<file path="src/rtl/tea_byte_packer.sv">
// rtl/tea_byte_packer.sv - packs ciphertext bytes into 64-bit blocks and tracks decryptor latency
module tea_byte_packer #(
    parameter int         LAT = 33,
    parameter logic [7:0] PAD = 8'h00
) (
    input  logic        clk,
    input  logic        rst,
    input  logic [7:0]  in_byte,
    input  logic        in_valid,
    input  logic        in_last,
    output logic        in_ready,
    output logic [63:0] blk,
    output logic        dec_ena,
    output logic        out_valid,
    output logic        out_last,
    input  logic        out_ready,
    output logic [15:0] blk_cnt
);

    logic [2:0]  idx;
    logic [63:0] asm_q;
    logic [63:0] blk_next;
    logic [1:0]  tag [LAT];
    logic        accept;
    logic        issue;

    assign out_valid = tag[LAT-1][1];
    assign out_last  = tag[LAT-1][0];

    // The whole packer and the decryptor freeze together while a result waits downstream.
    assign dec_ena  = ~(out_valid & ~out_ready);
    assign in_ready = dec_ena;
    assign accept   = in_valid & dec_ena;
    assign issue    = accept & (in_last | (idx == 3'd7));

    always_comb begin
        blk_next = '0;
        for (int k = 0; k < 8; k++) begin
            if (3'(k) < idx)
                blk_next[63-8*k -: 8] = asm_q[63-8*k -: 8];
            else if (3'(k) == idx)
                blk_next[63-8*k -: 8] = in_byte;
            else
                blk_next[63-8*k -: 8] = PAD;
        end
    end

    always_ff @(posedge clk or negedge rst) begin
        if (!rst) begin
            idx     <= '0;
            asm_q   <= '0;
            blk     <= '0;
            blk_cnt <= '0;
        end else if (accept) begin
            asm_q[63-8*idx -: 8] <= in_byte;
            if (issue) begin
                idx     <= '0;
                blk     <= blk_next;
                blk_cnt <= blk_cnt + 16'd1;
            end else begin
                idx <= idx + 3'd1;
            end
        end
    end

    // Tag chain mirrors the decryptor pipeline; bubbles enter when no block is issued.
    always_ff @(posedge clk or negedge rst) begin
        if (!rst) begin
            for (int i = 0; i < LAT; i++)
                tag[i] <= '0;
        end else if (dec_ena) begin
            tag[0] <= {issue, issue & in_last};
            for (int i = 1; i < LAT; i++)
                tag[i] <= tag[i-1];
        end
    end

endmodule

</file>
<file path="config.mk">
export PLATFORM = sky130hd
export DESIGN_NAME = tea_byte_packer
export DESIGN_NICKNAME = d
export VERILOG_FILES = /design/src/rtl/tea_byte_packer.sv
export SDC_FILE = /design/constraint.sdc
export NUM_CORES = 1
export LEC_CHECK = 0
export CAP_MARGIN = 10
export CORE_ASPECT_RATIO = 1.75
export CORE_MARGIN = 3
export CORE_UTILIZATION = 35
export CTS_CLUSTER_DIAMETER = 150
export CTS_CLUSTER_SIZE = 28
export DETAILED_ROUTE_END_ITERATION = 16
export PLACE_DENSITY = 0.64
export SLEW_MARGIN = 20
export SYNTH_ARGS = -nofsm -noshare
export SYNTH_HDL_FRONTEND = slang
export SYNTH_SLANG_ARGS = --single-unit
</file>
<file path="constraint.sdc">
create_clock -name clk -period 6 [get_ports clk]
set_clock_uncertainty 0.05 [all_clocks]
set_input_delay 1.8 -clock clk [delete_from_list [all_inputs] [get_ports clk]]
set_output_delay 1.8 -clock clk [all_outputs]
set_load 0.005 [all_outputs]
</file>
## After elaboration in Yosys (flattened, before gate mapping)

Cells that the tools add are included.

| cells by class | value |
|---|---|
| add/sub/neg operators | 4 |
| magnitude comparators | 8 |
| equal/unequal tests | 8 |
| shift operators | 2 |
| muxes and demuxes | 18 |
| bitwise logic cells | 7 |
| reductions and logical operators | 2 |

Operators by type and width:

| kind | count |
|---|---|
| 8-bit 2-to-1 mux | 16 |
| 8-bit by 34-bit variable shift with 71-bit output, first input constant | 1 |
| 8-bit by 34-bit indexed part select with 71-bit output | 1 |
| 64-bit bitwise mux | 1 |
| 32-bit negator with 34-bit output | 1 |
| 16-bit by 1-bit adder with 16-bit output, second input constant | 1 |
| 3-bit == test, first input constant | 4 |
| 3-bit < comparator, first input constant | 4 |
| 6-bit by 6-bit subtractor with 7-bit output, first input constant | 1 |
| 2-bit by 3-bit == test with 1-bit output, first input constant | 2 |
| 1-bit by 3-bit < comparator with 1-bit output, first input constant | 2 |
| 2-bit by 3-bit < comparator with 1-bit output, first input constant | 2 |
| 1-bit bitwise AND | 4 |
| 3-bit by 1-bit adder with 3-bit output, second input constant | 1 |
| 1-bit by 3-bit == test with 1-bit output, first input constant | 1 |
| 3-bit == test, second input constant | 1 |
| 3-bit logical NOT | 1 |
| 3-bit 2-to-1 mux | 1 |
| 1-bit inverter | 2 |
| 2-bit AND reduction | 1 |
| 1-bit OR | 1 |

| storage, ports and cells | value |
|---|---|
| register bits | 213 |
| input bits | 13 |
| output and inout port bits | 84 |
| word-level logic and storage cells | 86 |

## Depth between registers and ports, before layout

Gate-level depths: netlist (run 1).

| logic depth | value |
|---|---|
| depth in word-level cells | 6 |
| mapped depth | 8 |
| gate-level depth less buffers | 6 |

## Worst setup path after synthesis (run 1)

Ideal clock, no wire load.

| timing | value |
|---|---|
| path type | input to output |
| start point | input port out_ready |
| end point | output port in_ready |
| data arrival time | 2.506 ns |
| required time | 4.150 ns |
| slack | 1.644 ns |
| cell stages on the path | 5 |
| path buffers | 3 |
| cell sequence | nor2b_4 inv_1 buf_4 clkbuf_1 buf_4 |

| on the way | value |
|---|---|
| longest elaborated chain between the ends | 3 |

RTL lines:

| element | RTL line | text |
|---|---|---|
| from (decl) | 16 | `input logic out_ready,` |
| 1-bit inverter | 31 | `assign dec_ena = ~(out_valid & ~out_ready);` |
| 1-bit bitwise AND | 31 |  |
| 1-bit inverter | 31 |  |
| to (decl) | 11 | `output logic in_ready,` |

No other way between the ends.

## Worst setup path in the final report (run 1)

| timing | value |
|---|---|
| start point | input port out_ready |
| end point | output port dec_ena |

| on the way | value |
|---|---|
| longest elaborated chain between the ends | 3 |

RTL lines:

| element | RTL line | text |
|---|---|---|
| 1-bit inverter | 31 |  |
| 1-bit bitwise AND | 31 |  |
| 1-bit inverter | 31 |  |
| to (decl) | 13 | `output logic dec_ena,` |

No other way between the ends.

==> results of run 1 <==
[synth_stat cells, types with 2 or more instances]
cell type,count
nand2b_1,2
a22o_1,10
nand2_1,324
nor2b_1,17
a41oi_1,8
ha_1,7
xnor2_1,6
buf_2,22
o21ai_0,91
nand4_1,6
nor3_1,4
a22oi_1,7
nor2_1,39
clkbuf_1,28
o31ai_1,16
and4_1,2
buf_1,8
nor3_2,2
buf_4,5
a31oi_1,16
xor2_1,9
nand3b_1,2
inv_1,16
mux2_2,9
nand3_1,10
a21oi_1,26
dfrtp_1,205
and3_1,3
[sequential cells by signal (all words and copies together), names as in the netlist]
register	cells
out_last	1
blk_cnt	16
asm_q	56
idx	3
tag	64
out_valid	1
blk	64
[per-stage QoR]
stage / hold slack (ns) / util, % / worst slack (ns)
6_report: 0.425 / 41.7 / 1.08
5_1_grt: 0.445 / 41.7 / 1.02
4_1_cts: 0.429 / 41.6 / 1.06
3_5_place_dp: 0.405 / 40.4 / 1.07
3_3_place_gp: 0.395 / 40.4 / 1.08
2_1_floorplan: 0.380 / - / 1.64
[worst min-delay path, stage by stage, from the launching register on]
cell and delay, ns:
dfrtp_1 0.35, nand2_1 0.05, nand2_1 0.05
[path summary, 6_finish.rpt]
path	to	slack, ns	cells after the start
max	dec_ena	1.08	4
min	tag[8]$_DFFE_PN0N_	0.43	2
max reg2reg	blk_cnt[1]$_DFFE_PN0P_	3.05	6
min reg2reg	tag[8]$_DFFE_PN0N_	0.43	2
max in group asynchronous	blk[14]$_DFFE_PN0P_	3.55	3
min in group asynchronous	blk[16]$_DFFE_PN0P_	1.15	1
[final cells by class]
class	count	area, um2	area share (%)
inverters	16	60.1	0.599
repair buffers	108	1070	10.7
clock inverters	1	20.0	0.200
clock buffers	11	275	2.74
well taps	308	385	3.84
flip-flops and latches	205	5130	51.2
multi-input cells	625	3080	30.7
[routing by layer]
layer,vias to the layer above,part of all wire (%),global-route usage [%]
li1,3088,-,-
met1,3010,41,18.2
met4,0,3.1,4.99
met2,110,53,27.3
met5,-,0,0
met3,35,2.8,1.58
[power groups by stage]
stage / Clock [mW] / Sequential, mW / Combinational [mW]
floorplan: 0 / 1.92 / 0.628
global placement: 0 / 1.99 / 0.977
detailed placement: 0 / 2.00 / 1.00
CTS: 0.813 / 1.97 / 1.00
global route: 0.862 / 2.02 / 1.12
finish: 0.783 / 1.97 / 0.984
[cell families after synthesis]
| family | Yosys count | share of synthesized area, % |
|---|---|---|
| AND/OR/NAND/NOR | 420 | 20.4 |
| flip-flops | 205 | 59.9 |
| AO/OA/AOI/OAI | 174 | 11.9 |
| buffers and inverters | 80 | 4.13 |
| XOR/XNOR | 15 | 1.53 |
| multiplexers | 9 | 1.18 |
| adder cells (fa/ha/maj) | 7 | 1.02 |
==> run_results.csv, run 1 <==
group,metric,value,unit
run_status,status,"finished clean",
detailed_routing,num_vias,6243,
clock_tree,h-tree-depth,1,
power,p_comb_share,26.3,%
grt,grt_pass1_wl,32400,um
timing,fin_crit_sh,82.1,%
worst_setup_path,critPathTopFamily,"buffers and inverters",
power,pwr_density_cell,372,nW/um2
place,dp_hpwl,13800,um
yosys,syn_avg_cell_area,9.41,um2
worst_setup_path,crit_fanout,14,
floorplan,start_util,35.7,%
cells_and_area,diodes,0,
yosys,synth_seq_cells,205,
clock_tree,clockBufferDepth,3,
power,pwr-share-seq,52.7,%
timing,drv_slew,0,
place,placement.io_buffers,96,
timing,setup_tns,0,ns
cells_and_area,final_area,10000,um2
worst_setup_path,cp_slowest_cell,"clkdlybuf4s50_1",
detailed_routing,drtPass1Iterations,5,
detailed_routing,antenna_left,0,
clock_tree,cts_buffers,11,
clock_tree,ctsHoldBuffers,0,
power,total_power,3.73,mW
detailed_routing,viasPerCell,4.90,
cells_and_area,nFillCells,2407,
cells_and_area,final_common_cell,"nand2_1",
floorplan,die-area,26500,um2
cells_and_area,area_growth,17.1,%
place,gp_congestion,0.758,
worst_hold_path,hold_class,"flop to flop",
worst_setup_path,cp_data_arrival_time,3.07,ns
clock_tree,post-cts-setup-buffers,0,
place,place_area,9710,um2
cells_and_area,num-nets-final,987,
floorplan,rows,75,
cells_and_area,layout_common_cells,"nand2_1 (324), dfrtp_1 (205), clkdlybuf4s50_1 (95), o21ai_0 (91), nor2_1 (39)",
detailed_routing,wl,19800,um
yosys,ys.flop_type,"dfrtp_1",
yosys,synthTopCellsByArea,"dfrtp_1 (60%), nand2_1 (14%), o21ai_0 (5.3%)",
power,switching_share,33.3,%
yosys,syn_area,8570,um2
power,p_leak,4.62,nW
detailed_routing,wl_per_cell,15.5,um
floorplan,core,24000,um2
clock_tree,cts_resized,0,
timing,fmax,203,MHz
power,power_frac_clock,21.0,%
yosys,synthesis.nets,930,
power,power.switching,1.25,mW
job,max-cap-violations,0,
clock_tree,cts_tree,"built",
place,dp_cells,1261,
power,vdd_ir_drop_max,0.210,mV
worst_setup_path,reg2reg_from,"idx[1]$_DFFE_PN0P_",
cells_and_area,fin_cells,1274,
timing,finalCriticalPeriod,4.92,ns
yosys,synth_cells,910,
detailed_routing,drc,0,
clock_tree,clkTransAtPathRegs,0.10,ns
yosys,synth_cell_type_count,38,
timing,tightest_slew,1.04,ns
yosys,yosysSeqAreaShare,59.9,%
yosys,synth-async-reset-ratio,100,%
yosys,synth-edff-count,0,
timing,setup_viol,0,
timing,max-slew-margin-rel,30.3,%
clock_tree,cts_sinks,205,
cells_and_area,drive_gt1_share,4.45,%
worst_setup_path,crit_required,4.15,ns
timing,hold_viol,0,
floorplan,die_w,124,um
worst_setup_path,cpMostUsedCell,"clkdlybuf4s50_1",
grt,track_usage,14.8,%
worst_setup_path,critical_path_class,"primary input to output port",
worst_setup_path,cp-end-kind,"output port",
yosys,synth_top_area_share,59.9,%
grt,antenna_found_initial,0,
grt,grt_pass1_vias,6101,
power,p_int,2.49,mW
worst_setup_path,critPathLaunchType,"primary input",
floorplan,die_y,213,um
worst_setup_path,critPathBufInv,3,
worst_setup_path,critPathMaxStageDelay,0.54,ns
worst_setup_path,cp_cell_sequence,"clkdlybuf4s50_1 > nor2b_4 > inv_2 > clkdlybuf4s50_1",
timing,rsz0062_at_grt,"false",
grt,grt_overflow,0,
clock_tree,clock_latency,0.46,ns
detailed_routing,drt_iter0_markers,510,
grt,grt_start_max_net_pins,122,
yosys,synth_top_cell_by_area,"dfrtp_1",
clock_tree,cts-root-buf,"clkbuf_16",
worst_hold_path,hold_start,"tag[8]$_DFFE_PN0N_",
worst_setup_path,cp-startpoint,"out_ready",
yosys,yosys_warnings,0,
floorplan,pin_count,97,
Note: power is estimated with default switching activity, not from simulation.
==> inputs of run 2 (changes only) <==
- clock period: 6 -> 4.6 ns (I/O delays scaled with it)
==> run_results.csv, run 2 (synthesis gave the netlist of run 1 again) <==
group,metric,value,unit
worst_hold_path,hold_class,"flop to flop",
clock_tree,cts_sinks,205,
cells_and_area,area_growth,17.1,%
clock_tree,ctsHoldBuffers,0,
worst_setup_path,cp_data_arrival_time,2.48,ns
detailed_routing,antenna_left,0,
grt,grt_pass1_vias,6180,
power,p_int,3.25,mW
power,switching_share,33.3,%
cells_and_area,num-nets-final,988,
place,placement.io_buffers,96,
clock_tree,h-tree-depth,1,
clock_tree,clock_latency,0.47,ns
detailed_routing,viasPerCell,4.88,
grt,grt_pass1_wl,32500,um
floorplan,die_y,213,um
floorplan,pin_count,97,
grt,track_usage,14.9,%
clock_tree,cts-root-buf,"clkbuf_16",
power,total_power,4.87,mW
cells_and_area,final_common_cell,"nand2_1",
run_status,status,"finished clean",
timing,tightest_slew,1.04,ns
place,gp_congestion,0.777,
place,dp_hpwl,13500,um
detailed_routing,wl,19600,um
worst_setup_path,cp_cell_sequence,"clkdlybuf4s50_1 > nor2b_4 > inv_2 > clkdlybuf4s50_1",
detailed_routing,top_layer_used,"met4",
cells_and_area,layout_common_cells,"nand2_1 (324), dfrtp_1 (205), clkdlybuf4s50_1 (95), o21ai_0 (91), nor2_1 (39)",
clock_tree,cts_tree,"built",
timing,drv_slew,0,
worst_setup_path,crit_fanout,3,
timing,finalCriticalPeriod,3.91,ns
detailed_routing,drt_iter0_markers,504,
worst_setup_path,critical_path_class,"primary input to output port",
power,p_comb_share,26.3,%
floorplan,start_util,35.7,%
cells_and_area,diodes,0,
worst_setup_path,reg2reg_from,"idx[1]$_DFFE_PN0P_",
cells_and_area,final_area,10000,um2
detailed_routing,route.met3.wl,770,um
timing,setup_tns,0,ns
power,power_frac_clock,20.9,%
timing,fin_crit_sh,84.9,%
detailed_routing,drc,0,
timing,setup_viol,0,
power,pwr-share-seq,52.7,%
timing,rsz0062_at_grt,"false",
power,pwr_density_cell,485,nW/um2
timing,max-slew-margin-rel,30.9,%
worst_setup_path,critPathMaxStageDelay,0.50,ns
grt,antenna_found_initial,0,
clock_tree,cts_resized,0,
worst_setup_path,cp-end-kind,"output port",
floorplan,rows,75,
detailed_routing,wl_per_cell,15.4,um
cells_and_area,drive_gt1_share,4.55,%
timing,hold_viol,0,
floorplan,die_w,124,um
detailed_routing,drtPass1Iterations,5,
power,vdd_ir_drop_max,0.221,mV
floorplan,core,24000,um2
worst_setup_path,cp-startpoint,"out_ready",
grt,grt_start_max_net_pins,87,
detailed_routing,wl_met1,8140,um
worst_hold_path,hold_start,"tag[3]$_DFFE_PN0N_",
worst_setup_path,cpMostUsedCell,"clkdlybuf4s50_1",
worst_setup_path,crit_required,3.17,ns
clock_tree,cts_buffers,11,
clock_tree,post-cts-setup-buffers,0,
cells_and_area,utilization,41.7,%
clock_tree,clockBufferDepth,3,
clock_tree,clkTransAtPathRegs,0.10,ns
grt,grt_overflow,0,
detailed_routing,wl_met2,10200,um
power,power.switching,1.62,mW
detailed_routing,num_vias,6220,
cells_and_area,nFillCells,2350,
cells_and_area,reg_top3,"blk x64, tag x64, asm_q x56",
place,place_area,9730,um2
floorplan,die-area,26500,um2
job,max-cap-violations,0,
timing,fmax,256,MHz
power,p_leak,4.62,nW
worst_setup_path,critPathLaunchType,"primary input",
worst_setup_path,cp_slowest_cell,"clkdlybuf4s50_1",
==> run 2: cell types whose count changed in the layout (fill, tap and decap cells not counted), sizes merged <==
cell,previous run,this run
buf,12,13
==> run 2: critical path, delay by kind of cell <==
family / cells / cell delay [ns]
buf+inv: 3 / 1.04
simple gates: 1 / 0.05
==> run 2: path summary, 6_finish.rpt <==
kind | end | slack [ns] | depth (start not counted)
max | dec_ena | 0.69 | 4
min | tag[3]$_DFFE_PN0N_ | 0.42 | 2
max reg2reg | blk_cnt[1]$_DFFE_PN0P_ | 1.76 | 6
min reg2reg | tag[3]$_DFFE_PN0N_ | 0.42 | 2
max in group asynchronous | blk[15]$_DFFE_PN0P_ | 2.73 | 2
min in group asynchronous | blk[16]$_DFFE_PN0P_ | 0.88 | 1
==> run 2: routing by layer <==
metal  track usage [%]  vias to the layer above
li1                  -                     3083
met1              18.8                     2988
met2              26.8                      122
met3              1.78                       27
met4              4.50                        0
met5                 0                        -
==> run 2: power by group through the flow <==
| stage | Clock, mW | Sequential (mW) | Combinational [mW] |
|---|---|---|---|
| 2_1_floorplan | 0 | 2.51 | 0.820 |
| 4_1_cts | 1.06 | 2.57 | 1.31 |
| 3_5_place_dp | 0 | 2.60 | 1.31 |
| 3_3_place_gp | 0 | 2.59 | 1.28 |
| 6_report | 1.02 | 2.57 | 1.28 |
| 5_1_grt | 1.13 | 2.63 | 1.47 |
==> run 2: area by class of cell <==
| class | count | area [um2] | share of cell area [%] |
|---|---|---|---|
| sequential | 205 | 5130 | 51.2 |
| clock inverter | 1 | 20.0 | 0.200 |
| inverter | 16 | 60.1 | 0.599 |
| timing repair buffer | 109 | 1070 | 10.7 |
| clock buffer | 11 | 275 | 2.74 |
| tap | 308 | 385 | 3.84 |
| multi-input combinational | 625 | 3080 | 30.7 |
==> run 2: stage by stage <==
step                setup WS [ns]  instances  hold WS (ns)
global placement            0.679       1263         0.393
detailed placement          0.690       1263         0.402
finish                      0.694       1275         0.422
global route                0.633       1275         0.453
floorplan                    1.08        910         0.380
CTS                         0.684       1275         0.427
==> inputs of run 3 (changes only) <==
- clock period: 4.6 -> 3.9 ns (I/O delays scaled with it)
==> run_results.csv, run 3 (synthesis gave the netlist of run 1 again) <==
group,metric,value,unit
worst_setup_path,crit_fanout,5,
worst_setup_path,cp-startpoint,"out_ready",
worst_setup_path,cp-endpoint,"in_ready",
place,dp_hpwl,14100,um
detailed_routing,drtPass1Iterations,4,
cells_and_area,reg_top3,"blk x64, tag x64, asm_q x56",
power,vdd_ir_drop_max,0.374,mV
clock_tree,clockBufferDepth,3,
worst_setup_path,crit_required,2.68,ns
cells_and_area,final_common_cell,"nand2_1",
timing,max-slew-margin-rel,51.9,%
worst_setup_path,reg2reg_from,"idx[0]$_DFFE_PN0P_",
timing,rsz0062_at_grt,"false",
clock_tree,ctsHoldBuffers,0,
floorplan,die_w,124,um
worst_setup_path,r2r_setup_slack,1.15,ns
timing,tightest_slew,0.721,ns
grt,track_usage,15.5,%
floorplan,rows,75,
timing,setup_viol,0,
detailed_routing,wl,20200,um
grt,grt_pass1_wl,33500,um
grt,grt_overflow,0,
worst_setup_path,r2r_end,"blk_cnt[1]$_DFFE_PN0P_",
timing,setup_tns,0,ns
clock_tree,clkTransAtPathRegs,0.10,ns
grt,antenna_found_initial,0,
clock_tree,clock_latency,0.47,ns
place,dp_cells,1271,
floorplan,start_util,35.7,%
timing,hold_viol,0,
clock_tree,cts_buffers,11,
detailed_routing,drc,0,
clock_tree,cts-root-buf,"clkbuf_16",
worst_setup_path,cp-end-kind,"output port",
power,pwr_density_cell,572,nW/um2
clock_tree,cts_resized,0,
clock_tree,h-tree-depth,1,
clock_tree,cts_tree,"built",
timing,fin_crit_sh,91.4,%
timing,drv_slew,0,
floorplan,die-area,26500,um2
cells_and_area,diodes,0,
cells_and_area,drive_gt1_share,5.44,%
worst_setup_path,critical_path_class,"primary input to output port",
job,max-cap-violations,0,
worst_hold_path,hold_class,"flop to flop",
floorplan,pin_count,97,
timing,holdWs,0.415,ns
cells_and_area,layout_common_cells,"nand2_1 (324), dfrtp_1 (205), clkdlybuf4s50_1 (95), o21ai_0 (91), nor2_1 (39)",
run_status,status,"finished clean",
detailed_routing,viasPerCell,4.88,
cells_and_area,fin_cells,1283,
cells_and_area,num-nets-final,996,
grt,grt_start_max_net_pins,83,
power,p_leak,4.67,nW
worst_setup_path,r2r_cells,6,
place,gp_congestion,0.790,
clock_tree,cts_sinks,205,
timing,fmax,281,MHz
floorplan,core,24000,um2
clock_tree,post-cts-setup-buffers,0,
grt,grt_pass1_vias,6298,
detailed_routing,drt_iter0_markers,412,
detailed_routing,wl_per_cell,15.7,um
worst_setup_path,cp_data_arrival_time,2.34,ns
detailed_routing,antenna_left,0,
cells_and_area,area_growth,17.9,%
timing,finalCriticalPeriod,3.56,ns
floorplan,die_y,213,um
detailed_routing,num_vias,6256,
worst_setup_path,critPathLaunchType,"primary input",
place,placement.io_buffers,96,
==> run 3: changes by cell type in the layout (fill, tap and decap cells not counted), sizes merged <==
| cell | change |
|---|---|
| buf | +8 |
==> run 3: per-stage QoR <==
step	utilization, %	worst slack [ns]	instance area, um2	power (mW)
final	42.1	0.337	10100	5.78
after floorplan	-	0.804	8570	3.92
after global routing	42.1	0.290	10100	6.20
after global placement	40.8	0.336	9810	4.59
after detailed placement	40.8	0.337	9810	4.64
after CTS	42.0	0.332	10100	5.86
==> run 3: final cells by class <==
| class | instances | area (um2) |
|---|---|---|
| Clock buffer | 11 | 275 |
| Clock inverter | 1 | 20.0 |
| Fill cell | 2456 | 13900 |
| Inverter | 16 | 60.1 |
| Multi-Input combinational cell | 625 | 3090 |
| Sequential cell | 205 | 5130 |
| Tap cell | 308 | 385 |
| Timing Repair Buffer | 117 | 1150 |
==> run 3: worst min-delay path by stage <==
stage	start	to	depth (start not counted)
after global routing	tag[3]$_DFFE_PN0N_	tag[3]$_DFFE_PN0N_	2
after CTS	tag[3]$_DFFE_PN0N_	tag[3]$_DFFE_PN0N_	2
after detailed placement	tag[3]$_DFFE_PN0N_	tag[3]$_DFFE_PN0N_	2
after floorplan	tag[3]$_DFFE_PN0N_	tag[3]$_DFFE_PN0N_	2
after global placement	tag[3]$_DFFE_PN0N_	tag[3]$_DFFE_PN0N_	2
final	tag[3]$_DFFE_PN0N_	tag[3]$_DFFE_PN0N_	2
==> run 3: layer usage <==
metal  track usage [%]  share of wire, %
met2              28.4                53
met4              4.58               2.5
met5                 0                 0
met3              1.98               3.9
met1              19.0                40
==> run 3: worst max-delay path, cell delays in order <==
cell and delay [ns]:
clkdlybuf4s50_1 0.50, nor2b_4 0.05, inv_2 0.10, clkdlybuf4s50_1 0.51
==> run 3: report_power, final <==
part,switching (mW),internal (mW)
registers,0.318,2.66
clock network,0.686,0.526
logic,0.922,0.667
